[src/rtl/fifo_rd_deser.sv]
// FIFO read-side deserializer: pops WORDS_PER_OUT narrow entries and presents them as one word on valid/ready.
// Optional even-parity output enabled by defining FIFO_RD_DESER_PARITY_EN.
module fifo_rd_deser #(
  parameter int IN_WIDTH = 1,
  parameter int WORDS_PER_OUT = 8,
  localparam int OUT_WIDTH = IN_WIDTH * WORDS_PER_OUT,
  localparam int CNT_W = $clog2(WORDS_PER_OUT + 1)
) (
  input  logic                 clk,
  input  logic                 reset,
  input  logic                 fifo_empty,
  output logic                 fifo_rd_en,
  input  logic [IN_WIDTH-1:0]  fifo_rd_data,
  input  logic                 flush,
  output logic [OUT_WIDTH-1:0] out_data,
  output logic                 out_valid,
  input  logic                 out_ready,
`ifdef FIFO_RD_DESER_PARITY_EN
  output logic                 out_parity,
`endif
  output logic                 busy,
  output logic [15:0]          word_cnt
);

  typedef enum logic [1:0] {FILL, DRAIN, HOLD} state_t;

  localparam logic [CNT_W-1:0] W_CNT = CNT_W'(WORDS_PER_OUT);
  localparam logic [CNT_W-1:0] W_M1  = CNT_W'(WORDS_PER_OUT - 1);

  state_t               state_reg, state_next;
  logic [CNT_W-1:0]     iss_cnt_reg, iss_cnt_next;
  logic [CNT_W-1:0]     cap_cnt_reg, cap_cnt_next;
  logic                 rd_pending_reg, rd_pending_next;
  logic [OUT_WIDTH-1:0] shift_reg, shift_next;
  logic [OUT_WIDTH-1:0] out_data_reg;
  logic                 out_valid_reg, out_valid_next;
  logic [15:0]          word_cnt_reg, word_cnt_next;
  logic                 cap_en;
  logic                 load_out;

  assign fifo_rd_en = (state_reg == FILL) && !fifo_empty && (iss_cnt_reg < W_CNT)
                      && !flush && !reset;
  // A flush discards the entry that is in flight from the FIFO.
  assign cap_en = rd_pending_reg && !flush;

  genvar gi;
  generate
    for (gi = 0; gi < WORDS_PER_OUT; gi++) begin : g_slot
      localparam logic [CNT_W-1:0] SLOT = CNT_W'(gi);
      assign shift_next[gi*IN_WIDTH +: IN_WIDTH] =
        (cap_en && (cap_cnt_reg == SLOT)) ? fifo_rd_data : shift_reg[gi*IN_WIDTH +: IN_WIDTH];
    end
  endgenerate

  always_comb begin
    state_next      = state_reg;
    iss_cnt_next    = iss_cnt_reg;
    cap_cnt_next    = cap_cnt_reg;
    rd_pending_next = 1'b0;
    out_valid_next  = out_valid_reg;
    word_cnt_next   = word_cnt_reg;
    load_out        = 1'b0;
    if (flush) begin
      state_next     = FILL;
      iss_cnt_next   = '0;
      cap_cnt_next   = '0;
      out_valid_next = 1'b0;
    end else begin
      if (fifo_rd_en) begin
        iss_cnt_next    = iss_cnt_reg + 1'b1;
        rd_pending_next = 1'b1;
      end
      if (cap_en) begin
        cap_cnt_next = cap_cnt_reg + 1'b1;
      end
      case (state_reg)
        FILL: begin
          if (fifo_rd_en && (iss_cnt_reg == W_M1)) state_next = DRAIN;
        end
        DRAIN: begin
          // The last capture always lands here, so the output copy includes it.
          if (cap_en && (cap_cnt_reg == W_M1)) begin
            state_next     = HOLD;
            load_out       = 1'b1;
            out_valid_next = 1'b1;
          end
        end
        HOLD: begin
          if (out_valid_reg && out_ready) begin
            state_next     = FILL;
            out_valid_next = 1'b0;
            word_cnt_next  = word_cnt_reg + 16'd1;
            iss_cnt_next   = '0;
            cap_cnt_next   = '0;
          end
        end
        default: state_next = FILL;
      endcase
    end
  end

  always_ff @(posedge clk or posedge reset) begin
    if (reset) begin
      state_reg      <= FILL;
      iss_cnt_reg    <= '0;
      cap_cnt_reg    <= '0;
      rd_pending_reg <= 1'b0;
      shift_reg      <= '0;
      out_data_reg   <= '0;
      out_valid_reg  <= 1'b0;
      word_cnt_reg   <= '0;
    end else begin
      state_reg      <= state_next;
      iss_cnt_reg    <= iss_cnt_next;
      cap_cnt_reg    <= cap_cnt_next;
      rd_pending_reg <= rd_pending_next;
      shift_reg      <= flush ? '0 : shift_next;
      if (load_out) out_data_reg <= shift_next;
      out_valid_reg  <= out_valid_next;
      word_cnt_reg   <= word_cnt_next;
    end
  end

`ifdef FIFO_RD_DESER_PARITY_EN
  logic out_parity_reg;
  always_ff @(posedge clk or posedge reset) begin
    if (reset) begin
      out_parity_reg <= 1'b0;
    end else if (load_out) begin
      out_parity_reg <= ^shift_next;
    end
  end
  assign out_parity = out_parity_reg;
`endif

  assign out_data  = out_data_reg;
  assign out_valid = out_valid_reg;
  assign busy      = (iss_cnt_reg != '0) || rd_pending_reg;
  assign word_cnt  = word_cnt_reg;

endmodule
[config.mk]
export PLATFORM = sky130hd
export DESIGN_NAME = fifo_rd_deser
export DESIGN_NICKNAME = d
export VERILOG_FILES = /design/src/rtl/fifo_rd_deser.sv
export SDC_FILE = /design/constraint.sdc
export NUM_CORES = 1
export LEC_CHECK = 0
export ABC_AREA = 1
export ABC_CLOCK_PERIOD_IN_PS = 3200
export BUFFER_PORTS_ARGS = -buffer_cell sky130_fd_sc_hd__buf_4
export CAP_MARGIN = 5
export CELL_PAD_IN_SITES_DETAIL_PLACEMENT = 0
export CELL_PAD_IN_SITES_GLOBAL_PLACEMENT = 1
export CORE_ASPECT_RATIO = 0.5
export CORE_MARGIN = 3
export CORE_UTILIZATION = 30
export CTS_CLUSTER_DIAMETER = 40
export DETAILED_ROUTE_END_ITERATION = 8
export PLACE_DENSITY_LB_ADDON = 0.1
export SYNTH_ARGS = -nofsm -noshare
export SYNTH_HDL_FRONTEND = slang
export SYNTH_SLANG_ARGS = --single-unit
[constraint.sdc]
create_clock -name clk -period 3.2 [get_ports clk]
set_input_delay 0.8 -clock clk [delete_from_list [all_inputs] [get_ports clk]]
set_output_delay 0.8 -clock clk [all_outputs]
set_load 0.02 [all_outputs]
==> results of run 1 <==
[Yosys cell counts, drive strengths merged]
cell type / n / share of area (%)
buf: 4 / 1.7
nand3b: 1 / 0.34
nand2: 70 / 12
nor2: 47 / 10
ha: 7 / 3.9
inv: 30 / 5.2
xor2: 8 / 3.1
a21oi: 2 / 0.62
nand3: 22 / 5.2
o22ai: 1 / 0.28
a31oi: 1 / 0.28
dfrtp: 43 / 48
o21ai: 15 / 3.7
nand4: 10 / 3.5
nor3: 4 / 0.90
xnor2: 1 / 0.39
[through the flow]
stage / power (uW) / hold WS (ns)
floorplan: 594 / 0.486
global placement: 613 / 0.472
detailed placement: 614 / 0.481
CTS: 1100 / 0.496
global route: 1130 / 0.523
finish: 1080 / 0.492
[logic make-up (layout without fill, tap and decap cells)]
family          after synthesis  count (layout)  share of synthesized area (%)
compound gates               19              19                           4.89
xor+xnor                      9               9                           3.54
fa+ha+maj                     7               7                           3.93
buf+inv                      34              69                           6.91
flops                        43              43                           48.3
simple gates                154             154                           32.5
[power groups by stage]
stage / sequential [uW] / clock [uW] / combinational, uW
after floorplan: 560 / 0 / 34.2
after detailed placement: 561 / 0 / 52.8
after global placement: 561 / 0 / 52.6
after global routing: 551 / 522 / 58.5
after CTS: 551 / 499 / 53.1
final: 551 / 478 / 50.7
[metal layers]
layer  global-route usage, %  up-vias  share of wire [%]
li1                        -      918                  -
met1                    17.8      809                 53
met2                    19.7       24                 41
met3                    4.24        7                5.0
met4                    3.17        0               0.98
met5                       0        -                  0
[cell type report]
cell class | count | area [sq um] | area share [%]
clock buffer | 6 | 129 | 4.81
tap | 92 | 115 | 4.29
sequential | 43 | 1080 | 40.1
timing repair buffer | 33 | 248 | 9.24
multi-input combinational | 189 | 998 | 37.2
inverter | 30 | 115 | 4.29
[worst max path at each step]
stage	from	end	slack, ns
5_1_grt	reset	fifo_rd_en	0.81
3_3_place_gp	reset	fifo_rd_en	0.88
3_5_place_dp	reset	fifo_rd_en	0.87
6_report	reset	fifo_rd_en	0.87
2_1_floorplan	reset	fifo_rd_en	0.14
4_1_cts	reset	fifo_rd_en	0.87
[worst max-delay path, cell delays in order]
cell and delay (ns):
buf_4 0.11, inv_1 0.12, nand2_1 0.13, nor2_4 0.20, buf_4 0.17
==> run summary, run 1 <==
The run finished with clean final reports. The largest fanout on the critical path came out at 7. The endpoint of the worst register-to-register path is iss_cnt_reg[1]. The pin count of the biggest net entering global routing came out at 44. The count of buffers added on input and output ports is 32. The number of setup buffers added after CTS is 0. The count of fill cells added during filler insertion came out at about 740. The die covers around 0.0086 sq mm. The final layout net count came out at around 320.

Once the floorplan was initialized, standard cells occupied between 30 and 40% of the core. The H-tree was split into 2 levels. The clock latency at the later pin of the worst-skew pair is between 0.2 and 0.3 ns. The wire length of the first global-routing pass is about 8600 um.

The placed instance count came out at 387. In this run the static leakage power is roughly 0.0014 uW. The power spent charging and discharging nets came out at approximately 240 uW.

The mapped netlist covers ~0.0022 sq mm. Dividing total power by cell area gives a power density of a little over 400 mW/mm^2. The total global-route track usage came out at around an eighth. The reg2reg setup slack is around 1.8 ns. The number of diodes added for antenna fixing came out at 0. The number of antenna violations at the first check in global routing is 0.

The number of cells upsized or downsized after cts is 0. The number of remaining DRC errors came out at 0. The worst path needs approximately 2.3 ns of the cycle, external delays included.

The overflow left after global routing came out at 0. The worst path meets setup with 0.871 ns of slack. The fraction of final layout cells with drive strength greater than 1 came out at approximately 18%.

The final number of hold-violating endpoints is 0. The instance area at placement came out at ~0.0026 sq mm. The origin of the critical flop-to-flop path is state_reg[0].

The average size of a mapped cell came out at between 8 and 9 sq um. Yosys printed 0 warnings. The relative contribution of the clock network to total power is between 40% and 50%. The register clock-pin slew on the reported worst setup and hold paths is about 0.06 ns. In this run the vertical extent of the chip is roughly 67 um. The number of setup violations in the final report came out at 0. The startpoint kind of the worst setup timing path is a primary input.

Before CTS, the worst setup slack after placement is roughly 0.87 ns. Setup repair after global routing left no endpoint under its margin. The beginning of the worst hold path is out_data[1].

The hold-fix buffer count after cts is 0. The cell sitting at the root of the clock tree is a clkbuf_16. The library cell used most frequently in the layout, excluding fill and tap cells, is nand2_1. The final critical-path share of the clock period came out at between 70 and 80%. The endpoint arrival time on the critical path came out at 1.53 ns. The number of clock buffers added by TritonCTS is 5.

The cell count after synthesis came out at 266. The worst setup path is captured at an output pin. The die is ~130 um wide. The critical setup path kind is in -> out.

The growth of design area from synthesis to finish came out at 20.3%. The final setup skew came out at 0.00314 ns. Of the total power, the share spent switching nets is 21.9%.

Max-cap violations in this run came to 0. The register with the most flip-flops in the layout has 16 of them. The total I/O pin count is 33. The number of cells on the worst reg-to-reg path is 4. The final count of pins violating max slew is 0. The distinct cell type count after synthesis is 28. The vias after detailed routing came out at ~1800. The number of buffers on the longest clock path came out at 2. The violation count after the first detailed-routing iteration came out at 81. Sequential cells account for between 50% and 60% of the total power. The synthesized flop and latch total is 43. The library cells used most frequently in the layout, excluding fill and tap cells, are nand2_1, dfrtp_1, nor2_1.

The setup TNS came out at 0 ns. The worst voltage drop across the vdd grid is about 170 uV. Combinational cells account for between 4 and 5% of the total power. The routed length per instance came out at 12.5 um. The final non-filler cell total is 393. The transition at the pin with the smallest max-transition slack came out at 0.569 ns. The area of all placed cells without fillers came out at ~0.0027 sq mm. After synthesis, flip-flops and latches occupy 48.3% of the total area. The endpoint of the worst hold-timing path is out_data[1]. In this run the tightest slew margin relative to its limit is 62.1%. The HPWL after detailed placement is 3590 um. The via count of the first global-routing pass came out at 1751. Using the TritonRoute via totals, the vias-per-cell ratio works out to between 4 and 5.

The final core utilization came out at around 39%. For this design, the sink count on the clock tree is 43. The required arrival time at the worst endpoint is 2.40 ns.

Synthesis produced a netlist with a net count of 279. The floorplan step defined a core boundary enclosing 0.00694 sq mm. The worst hold path stage count is 2. The timing-limited maximum frequency is about 430 MHz.

The total iterations of the first detailed-routing run is 4. The internal power of the cells totals 843 uW. In this run the worst hold path is classified as reg -> reg.

TritonCTS built the clock tree. The initialized floorplan defines 21 standard-cell rows. For this block, the routed nets add up to 4920 um of wire. The global placer's final weighted congestion came out at roughly 0.73. The count of nets left with antenna violations once routing finished came out at 0.
Power figures use the tool's default switching activity.
==> inputs of run 2 (changes only) <==
--- a/config.mk
+++ b/config.mk
@@ -6,7 +6,7 @@
 export NUM_CORES = 1
 export LEC_CHECK = 0
 export ABC_AREA = 1
-export ABC_CLOCK_PERIOD_IN_PS = 3200
+export ABC_CLOCK_PERIOD_IN_PS = 2000
 export BUFFER_PORTS_ARGS = -buffer_cell sky130_fd_sc_hd__buf_4
 export CAP_MARGIN = 5
 export CELL_PAD_IN_SITES_DETAIL_PLACEMENT = 0
==> constraint.sdc (replaced) <==
create_clock -name clk -period 2 [get_ports clk]
set_input_delay 0.5 -clock clk [delete_from_list [all_inputs] [get_ports clk]]
set_output_delay 0.5 -clock clk [all_outputs]
set_load 0.02 [all_outputs]
==> run 2 against run 1 <==
First-iteration DRC count is 37% higher. Sequential power is 60% higher. Via count is 0.46% higher. Critical path depth is 1 lower. Count of clock-buffer cells in the layout stayed put. Final area is 0.23% higher. Power is 60% higher. Hold slack worse by 0.057 ns. Non-clock buffer count stayed put. Die area stayed put. Critical endpoint unchanged. Largest power group unchanged. Highest routed layer unchanged.
==> run summary, run 2 (same netlist as run 1, synthesis figures left out) <==
The final layout contains 315 nets. The area of the placeable core is between 0.006 and 0.007 sq mm. The final critical-path share of the clock period is about 89%. The critical path in this run is classified as reg -> out.

The total iterations of the first detailed-routing run came out at 4. Once layout is done, the placed cells without fillers occupy around 0.0027 sq mm. After routing, the total negative slack on setup checks comes to 0 ns. The global placer's final weighted congestion came out at roughly 0.8. The repair_antennas step left the layout with diodes totalling 0. The final number of hold-violating endpoints came out at 0. After layout, the worst setup slack is about 0.23 ns. Excluding fillers, the count of instances in the completed layout stands at just under 400. Buffers inserted during clock tree synthesis total 5. The count of fill cells added during filler insertion came out at ~720. The worst setup path is captured at an output pin. The placed instances occupy a cell area of roughly 0.0026 sq mm. The die span in y came out at around 67 um. The cell sitting at the root of the clock tree is a clkbuf_16. The total I/O pin count is 33. The horizontal die dimension came out at between 100 and 150 um. The worst setup path is launched from a register. The pin count of the biggest net entering global routing is 44. The register clock-pin slew on the reported worst setup and hold paths is roughly 0.060 ns. In the final layout, the multi-input gates occupy 0.00100 sq mm. The path type of the worst min-delay path is in -> async. The transition at the pin with the smallest max-transition slack is 0.571 ns. Dividing the detail-routed wire length by the instance count gives about 13 um. The starting density of the core came out at around a third. The sequential cell area in the final layout came out at 0.00108 sq mm. The initialized floorplan defines 21 standard-cell rows. The clock latency at the later pin of the worst-skew pair is about 0.28 ns. The via count of the first global-routing pass is roughly 1700. The floorplan step defined a die boundary enclosing approximately 0.0086 sq mm. The library cells used most frequently in the layout, excluding fill and tap cells, are nand2_1, dfrtp_1, nor2_1. Buffers added to address setup during post-CTS repair amount to 0. The setup slack at placement came out at between 0.2 and 0.3 ns.

Setup repair after global routing left no endpoint under its margin. The wire length of the first global-routing pass is about 8400 um. Data arrives at the worst endpoint at approximately 1.3 ns. No sink is reached through more buffers than the 2 on the longest clock path. The antenna violation net count after detailed routing is 0.

The number of cells upsized or downsized after cts came out at 0. The library cell used most frequently in the layout, excluding fill and tap cells, is nand2_1. The number of maximum-capacitance constraint violations is 0. The final count of pins violating max slew came out at 0.

The run finished with clean final reports. The CTS tree is yes. The violation count after the first detailed-routing iteration is ~110. The number of setup violations in the final report came out at 0.

The register with the most flip-flops in the layout has 16 of them. The relative slew slack came out at between 60 and 70%. The power density over cell area came out at ~640 mW/mm^2. The growth of design area from synthesis to finish came out at 20.6%.

The overflow left after global routing is 0. The clock period could shrink to ~1.8 ns. The total routed wirelength is ~4900 um.

Global routing consumed, over all layers together, between 10% and 20% of the routing resources. The vias after detailed routing is about 1800. The HPWL after detailed placement is between 3000 and 4000 um. The number of antenna violations at the first check in global routing is 0. The hold-fix buffer count after cts is 0. At the worst endpoint, the required time is 1.50 ns.

CTS saw 43 sinks. The placed instance count came out at roughly 390. The number of remaining DRC errors came out at 0. The worst voltage drop across the vdd grid came out at 276 uV. In this run the static leakage power is between 0.001 and 0.0015 uW. The clock arrives with ~0.0060 ns of skew. The number of input and output port buffers inserted is 32. The detailed-route vias per instance came out at approximately 4.5.

The level count of the clock H-tree is 2. The largest fanout on the critical path came out at 7. The fraction of final layout cells with drive strength greater than 1 is about a fifth. Timing would allow up to approximately 560 MHz.
[run 2: cell count changes in the layout (fill, tap and decap cells not counted)]
cell | previous run | this run
clkinvlp_4 | 0 | 1
inv_1 | 27 | 26
nand2_1 | 69 | 68
nand2_2 | 0 | 1
[run 2: critical path: stages (launching register included)]
cell	delay (ns)
dfrtp_1	0.40
nor2_1	0.15
nand2_2	0.09
nor2_4	0.19
buf_4	0.17
[run 2: final timing paths]
kind                                startpoint             end  slack [ns]  depth (start not counted)
worst max-delay path            iss_cnt_reg[3]      fifo_rd_en        0.23                          4
worst min-delay path                     reset  rd_pending_reg        0.43                          3
worst max register to register  rd_pending_reg     out_data[3]        0.61                          5
worst min register to register     out_data[1]     out_data[1]        0.49                          2
max in group asynchronous                reset  cap_cnt_reg[2]        1.18                          3
min in group clk                   out_data[1]     out_data[1]        0.49                          2
[run 2: routing by layer]
metal | vias up | routed length, um | global-route usage [%]
li1 | 919 | - | -
met1 | 816 | 2660 | 17.9
met2 | 29 | 2020 | 18.6
met3 | 2 | 253 | 4.16
met4 | 0 | 8 | 3.17
met5 | - | 0 | 0
[run 2: power breakdown]
part           switching [uW]  internal, uW  total [uW]  leakage (uW)
logic                    58.1          24.8        82.9      0.000690
registers                5.48           876         881      0.000599
clock network             314           449         763     0.0000628
[run 2: layout make-up]
cell class              count  area share [%]
well taps                  92            4.28
clock buffers               6            4.80
repair buffers             33            9.22
multi-input cells         189            37.2
flip-flops and latches     43            40.0
inverters                  30            4.42
[run 2: stage by stage]
| stage | total power (uW) | util [%] | hold slack [ns] |
|---|---|---|---|
| 2_1_floorplan | 951 | - | 0.486 |
| 3_3_place_gp | 982 | 36.9 | 0.474 |
| 3_5_place_dp | 983 | 36.9 | 0.481 |
| 4_1_cts | 1770 | 38.7 | 0.466 |
| 5_1_grt | 1810 | 38.7 | 0.501 |
| 6_report | 1730 | 38.7 | 0.435 |
==> inputs of run 3 (changes only) <==
--- a/config.mk
+++ b/config.mk
@@ -6,7 +6,7 @@
 export NUM_CORES = 1
 export LEC_CHECK = 0
 export ABC_AREA = 1
-export ABC_CLOCK_PERIOD_IN_PS = 2000
+export ABC_CLOCK_PERIOD_IN_PS = 1600
 export BUFFER_PORTS_ARGS = -buffer_cell sky130_fd_sc_hd__buf_4
 export CAP_MARGIN = 5
 export CELL_PAD_IN_SITES_DETAIL_PLACEMENT = 0
@@ -16,6 +16,7 @@
 export CORE_UTILIZATION = 30
 export CTS_CLUSTER_DIAMETER = 40
 export DETAILED_ROUTE_END_ITERATION = 8
+export GPL_TIMING_DRIVEN = 0
 export PLACE_DENSITY_LB_ADDON = 0.1
 export SYNTH_ARGS = -nofsm -noshare
 export SYNTH_HDL_FRONTEND = slang
==> constraint.sdc (replaced) <==
create_clock -name clk -period 1.6 [get_ports clk]
set_input_delay 0.4 -clock clk [delete_from_list [all_inputs] [get_ports clk]]
set_output_delay 0.4 -clock clk [all_outputs]
set_load 0.02 [all_outputs]
==> run 3 against run 2 <==
Routed wire length increased by 4.0%. Highest routed layer unchanged. Critical path depth is the same. Clock skew is essentially flat. Die area unchanged. Sequential power grew 25%. Critical path type unchanged. Count of clock-buffer cells in the layout grew 1. Cell count increased by 3.1%. Power rose by 28%. First-iteration DRC count shrank 11%.
==> run summary, run 3 (same netlist as run 1, synthesis figures left out) <==
In this run the power spent charging and discharging nets is 504 uW. The kind of capture point of the worst setup path is an output pin. After floorplanning, the core was divided into 21 placement rows. The via count of the first global-routing pass came out at between 1500 and 2000. Leaving out fill and tap cells, the most frequent cell in the layout is nand2_1. The pin count of the biggest net entering global routing is 23. The signal on the critical path passes through nor2_2 -> nand2_2 -> nor2_4 -> buf_4. The antenna violation net count after detailed routing came out at 0. The number of input and output port buffers inserted came out at 32. The region available for standard cell placement spans slightly below 0.007 sq mm.

The met3 global-route usage is 4.16%. The routed length per instance is between 10 and 15 um. For met2 alone, demand over resource in global routing was roughly 20%. The number of setup violations in the final report is 0. The wire-length estimate of the detail-placed layout is ~3400 um. In the layout the commonest cells are nand2_1, dfrtp_1, nor2_1.

Of the total power, the share spent switching nets is 22.8%. The vias after detailed routing came out at 1785. For this design, the slowest cell found on the critical path is dfrtp_1.

The maximum single-stage delay on the critical path came out at 0.38 ns. After detailed routing, the total wire length is 5140 um. Setup repair after global routing left no endpoint under its margin.

The setup path with the least slack is of type reg -> out. The number of buffer and inverter stages on the critical path came out at 1. For the final database, setup skew stands at between 0.005 and 0.006 ns. At the end of the flow, the number of nets in the layout was about 330. For the finished layout, the period the worst path requires is between 1.5 and 2 ns. Hold is met by 0.189 ns. The level count of the clock H-tree is 2. Data arrives at the worst endpoint at 1.15 ns.

The number of buffers added by the clock tree synthesis step is 5. The hold-fix buffer count after cts came out at 0. Max-cap violations in this run came to 0.

The worst voltage drop across the vdd grid came out at 364 uV. Using the TritonRoute via totals, the vias-per-cell ratio works out to ~4.4. The path type of the worst min-delay path is in -> async. The timing-limited maximum frequency came out at approximately 650 MHz. The first detailed-routing pass took 4 iterations. The global-route met1 utilization came out at ~17%.

The required arrival time at the worst endpoint came out at ~1.2 ns. The relative slew slack is roughly a third. The number of sinks handled by clock tree synthesis came out at 43. The total global-route track usage came out at a little over an eighth. The violation count after the first detailed-routing iteration came out at 99. The number of flip-flops under the largest register name is 16. The final count of pins violating max slew came out at 0. The cell chosen for the clock root is clkbuf_16. TritonCTS built the clock tree. The clock latency at the later pin of the worst-skew pair is a little under 0.3 ns. The overflow left after global routing is 0. The number of diodes added for antenna fixing came out at 0.

The final number of hold-violating endpoints is 0. In the routed design, unresolved DRC markers number 0. Once placement completed, the tool counted placed cells totaling 390.

The number of antenna violations at the first check in global routing came to 0. The logic gate share of total power is roughly 5.4%. The final critical-path share of the clock period is 96.6%. The transition at the pin with the smallest max-transition slack is about 1 ns. For this design the ratio of total power to cell area is roughly 800 mW/mm^2. In this run the count of I/O pins placed on the die edge is 33. The starting density of the core came out at between 30% and 40%. The number of buffers on the longest clock path is 2. The die span in y came out at ~67 um.

The horizontal die dimension is 128 um. The internal portion of the total power is approximately 1700 uW. The fraction of final layout cells with drive strength greater than 1 came out at about 22%. The reported leakage power came out at roughly 0.0014 uW.

After global routing, the most crowded layer is met2. The largest fanout on the critical path came out at 2. The startpoint kind of the worst setup timing path is a register. Broken down by cell family, the worst path's largest delay share belongs to flip-flops. The first global-routing pass estimated ~8500 um of wire.

The final non-filler cell total came out at about 410. The run finished with clean final reports. The global placer's final weighted congestion came out at about 0.75.

The register clock-pin slew on the reported worst setup and hold paths came out at ~0.06 ns. The die outline area is roughly 0.0086 sq mm. The part of the power in registers came out at between 40 and 50%. The growth of design area from synthesis to finish is 24.9%.

The share of total power dissipated in the clock network is between 40% and 50%.
-- run 3: repair_timing --
action / 4_1_cts / 5_1_grt
buffers inserted: 2 / 3
cloned: 2 / 0
resized for setup: 0 / 3
pin swaps: 1 / 0
setup endpoints to repair: 7 / 2
-- run 3: path summary, 6_finish.rpt --
path                       slack, ns           start  cells after the start        endpoint
hold reg to reg                 0.49     out_data[6]                      2     out_data[6]
hold / removal                  0.19           reset                      2    word_cnt[13]
min in group clk                0.40      fifo_empty                      4  rd_pending_reg
setup / recovery                0.05  iss_cnt_reg[3]                      4      fifo_rd_en
setup reg to reg                0.24  cap_cnt_reg[1]                      5     out_data[3]
max in group asynchronous       0.77           reset                      2       out_valid
-- run 3: final cells by class --
class / count / area [sq um]
Buffer: 4 / 38.8
Clock buffer: 7 / 133
Clock inverter: 1 / 5.00
Fill cell: 718 / 4150
Inverter: 30 / 119
Multi-Input combinational cell: 189 / 1010
Sequential cell: 43 / 1080
Tap cell: 92 / 115
Timing Repair Buffer: 37 / 278
Timing Repair inverter: 2 / 10.0
-- run 3: stage by stage --
stage	worst slack [ns]	TNS (ns)	power, uW	cell area (sq um)	utilization (%)
after floorplan	-0.160	-0.452	1190	2230	-
final	0.0549	0	2220	2780	40.1
after CTS	0.000705	0	2250	2750	39.7
after global placement	-0.774	-3.75	1230	2590	37.3
after global routing	0.00284	0	2310	2780	40.1
after detailed placement	-0.822	-4.15	1230	2590	37.3
-- run 3: power groups by stage --
stage,registers [uW],clock network [uW],logic [uW]
6_report,1100,996,120
4_1_cts,1100,1030,119
2_1_floorplan,1120,0,69.4
3_3_place_gp,1120,0,108
5_1_grt,1100,1070,135
3_5_place_dp,1120,0,110
-- run 3: routing by layer --
metal / wire length, um / up-vias
met5: 0 / -
met4: 72 / 0
met3: 247 / 6
met2: 2160 / 28
met1: 2660 / 807
li1: - / 944
